**config.mk**
```make
export PLATFORM = sky130hd
export DESIGN_NAME = piso_shift_tx
export DESIGN_NICKNAME = d
export VERILOG_FILES = /design/src/rtl/piso_shift_tx.sv
export SDC_FILE = /design/constraint.sdc
export NUM_CORES = 1
export LEC_CHECK = 0
export ABC_AREA = 1
export CAP_MARGIN = 20
export CORE_AREA = 2 2 39 41
export CTS_CLUSTER_SIZE = 40
export DETAILED_ROUTE_END_ITERATION = 6
export DIE_AREA = 0 0 41 43
export SLEW_MARGIN = 20
export SYNTH_ARGS = -nofsm -noshare
export SYNTH_HDL_FRONTEND = slang
export SYNTH_SLANG_ARGS = --single-unit
```
**constraint.sdc**
```tcl
create_clock -name ck -period 1.14 [get_ports ck]
set_clock_uncertainty 0.05 [all_clocks]
set_input_delay 0.228 -clock ck [delete_from_list [all_inputs] [get_ports ck]]
set_output_delay 0.228 -clock ck [all_outputs]
set_load 0.005 [all_outputs]
```
**src/rtl/piso_shift_tx.sv**
```systemverilog
// piso_shift_tx: parallel-in serial-out transmitter with valid, done and back-to-back reload
module piso_shift_tx #(
  parameter int WIDTH = 4,
  parameter int MSB_FIRST = 1
) (
  input  logic             ck,
  input  logic             res,
  input  logic [WIDTH-1:0] din,
  input  logic             load,
  input  logic             en,
  output logic             ready,
  output logic             q,
  output logic             q_valid,
  output logic             done
);
  localparam int CW = $clog2(WIDTH);
  localparam logic [CW-1:0] LAST = CW'(WIDTH - 1);
  typedef enum logic {IDLE, SHIFT} state_t;
  state_t state, state_nx;
  logic [WIDTH-1:0] sreg, sreg_nx;
  logic [CW-1:0] cnt, cnt_nx;
  assign done = state == SHIFT && cnt == LAST && en;
  assign ready = state == IDLE || done;
  assign q_valid = state == SHIFT;
  assign q = (MSB_FIRST != 0) ? sreg[WIDTH-1] : sreg[0];
  always_ff @(posedge ck) begin
    if (res) begin
      state <= IDLE;
      sreg <= '0;
      cnt <= '0;
    end else begin
      state <= state_nx;
      sreg <= sreg_nx;
      cnt <= cnt_nx;
    end
  end
  // ready doubles as the accept condition, so a load on the last bit reloads with no gap
  always_comb begin
    state_nx = state;
    sreg_nx = sreg;
    cnt_nx = cnt;
    if (ready && load) begin
      state_nx = SHIFT;
      sreg_nx = din;
      cnt_nx = '0;
    end else if (done) begin
      state_nx = IDLE;
      sreg_nx = '0;
      cnt_nx = '0;
    end else if (state == SHIFT && en) begin
      sreg_nx = (MSB_FIRST != 0) ? sreg << 1 : sreg >> 1;
      cnt_nx = cnt + 1'b1;
    end
  end
endmodule

```
==> results.sh <==
export IMPL_place_ws_ps=-560
export IMPL_p_switching_mw=0.186
export IMPL_synth_seq_cells=7
export IMPL_grt_overflow_total=0
export IMPL_crit_type="flip-flop to output port"
export IMPL_antenna_found_initial=0
export IMPL_swShare=0.281
export IMPL_diodes=0
export IMPL_combPwrFrac=0.225
export IMPL_ir_drop_v=0.000415
export IMPL_worstPathRequired_ps=860
export IMPL_wirelength_mm=1.04
export IMPL_drv_slew=0
export IMPL_setup_viol_count_final=6
export IMPL_drc_errors=0
export IMPL_cp_slowest_cell="dfxtp_2"
export IMPL_worst_pin_slew_ps=239
export IMPL_end_kind="output port"
export IMPL_layout_nets=81
export IMPL_tns_ps=-408
export IMPL_cts_buffers=3
export IMPL_pin_count=12
export IMPL_place_congestion=0.735
export IMPL_drt_initial_drc_count=2
export IMPL_rsz0062_at_grt="true"
export IMPL_synth_cell_types=12
export IMPL_period_share=1.14
export IMPL_instances_no_fill=87
export IMPL_hold_path_class="flip-flop to flip-flop"
export IMPL_cp_slowest_stage_delay_ps=350
export IMPL_start_util=0.241
export IMPL_start_kind="flip-flop"
export IMPL_fin_crit_ps=1300
export IMPL_die_x_um=41
export IMPL_final_antenna_net_count=0
export IMPL_power_density_mw_per_mm2=1020
export IMPL_insertion_delay_ps=260
export IMPL_avgSynthCellArea_sq_um=7.56
export IMPL_place_detailed_instances=78
export IMPL_cts_hold_buf=0
export IMPL_hpwlAfterDp_um=647
export IMPL_p_int_mw=0.477
export IMPL_drtPass1Iterations=2
export IMPL_die_h_um=43
export IMPL_path_clk_slew_ps=60
export IMPL_power_leakage_nw=0.284
export IMPL_rows=14
export IMPL_slew_headroom=0.839
export IMPL_fin_ws_ps=-160
export IMPL_synth_seq_area_share=0.421
export IMPL_status="complete, but fails checks"
export IMPL_drv_cap=0
export IMPL_grt_use_total=0.131
export IMPL_grt_pass1_vias=369
export IMPL_design_area_sq_um=647
export IMPL_cts_tree="built"
export IMPL_wl_per_cell_um=12.0
export IMPL_via_count=388
export IMPL_area_growth_pct=94.4
export IMPL_hold_violations=0
export IMPL_io_buffers=11
export IMPL_dpl_instance_area_sq_um=515
export IMPL_violations="setup timing"
export IMPL_clockBufferDepth=2
export IMPL_grt_max_degree=7
export IMPL_syn_area_sq_um=333
export IMPL_worst_ep_arrival_time_ps=1020
export IMPL_root_buffer="clkbuf_4"
export IMPL_dieArea_sq_mm=0.00176
export IMPL_path_cells="ha_4 > nand3_4 > nand2_4 > buf_2"
export IMPL_netlist_instances=44
export IMPL_drive_above_1_share=0.521
export IMPL_vias_per_cell=4.46
export IMPL_fmax_mhz=769
export IMPL_p_clk_frac=0.365
export IMPL_grt_pass1_wl_mm=1.50
export IMPL_yosysWarnings=0
export IMPL_syn_nets=53
export IMPL_cp_max_fo=3
export IMPL_cts_sinks=7
export IMPL_core_sq_mm=0.00138
export IMPL_htree_levels=1
export IMPL_p_seq_frac=0.410
power groups by stage:
stage / Clock (mW) / Combinational (mW) / Sequential (mW)
6_report: 0.242 / 0.149 / 0.271
3_3_place_gp: 0 / 0.118 / 0.274
2_1_floorplan: 0 / 0.0446 / 0.275
3_5_place_dp: 0 / 0.119 / 0.275
4_1_cts: 0.249 / 0.120 / 0.271
5_1_grt: 0.254 / 0.166 / 0.273
worst paths after layout:
check	start	to	slack, ps	cells after the start
min	sreg[0]	sreg[0]	440	2
min reg2reg	sreg[0]	sreg[0]	440	2
max	cnt[0]	ready	-160	4
max reg2reg	cnt[0]	sreg[1]	-40	7
synthesized netlist by cell type, drive strengths merged:
library cell / count / area (sq um)
nor2: 4 / 15.0
o21ai: 3 / 15.0
dfxtp: 7 / 140
ha: 1 / 12.5
nand3: 7 / 40.0
a21oi: 6 / 30.0
xor2: 1 / 8.76
o21bai: 3 / 22.5
nand3b: 1 / 7.51
nand2: 5 / 18.8
inv: 6 / 22.5
area by class of cell:
class	instances	area, sq um
clock buffers	4	26.3
multi-input cells	31	240
fillers	154	737
flip-flops and latches	7	145
well taps	16	20.0
inverters	6	22.5
repair buffers	23	193
flip-flops by register name (all words and copies together) (netlist names):
signal,count
sreg,4
cnt,2
q_valid,1
per-stage QoR:
stage	hold WS, ps	total power [mW]	util
after floorplan	247	0.320	-
after global placement	408	0.392	0.373
after detailed placement	412	0.394	0.373
after CTS	434	0.640	0.410
after global routing	466	0.693	0.467
final	437	0.662	0.467
cells by family after synthesis:
group | after synthesis | share of synthesized area
XOR/XNOR | 1 | 0.0263
adder cells (fa/ha/maj) | 1 | 0.0376
AND/OR/NAND/NOR | 17 | 0.244
flip-flops | 7 | 0.421
buffers and inverters | 6 | 0.0677
AO/OA/AOI/OAI | 12 | 0.203
layer usage:
layer  share of wire  track usage
met2            0.51        0.219
met4           0.011       0.0400
met5               0            0
met1            0.42        0.136
met3           0.053       0.0628
cell usage in the layout, fill, tap and decap left out, drive strengths merged:
cell	count
a21oi	6
buf	15
clkbuf	4
clkdlybuf4s50	6
dfxtp	7
dlygate4sd2	2
ha	1
inv	6
nand2	5
nand3	7
nand3b	1
nor2	4
o21ai	3
o21bai	3
xor2	1
critical path: cells and delay by family (launching register included):
family | cells | cell delay [ps]
flops | 1 | 350
fa+ha+maj | 1 | 150
buf+inv | 1 | 110
simple gates | 2 | 150
repair_timing:
action	4_1_cts	5_1_grt
pin swaps	6	6
gates resized for setup	24	14
setup endpoints to repair	9	8
cloned	0	0
setup buffers	3	3
Note: power is estimated with default switching activity, not from simulation.
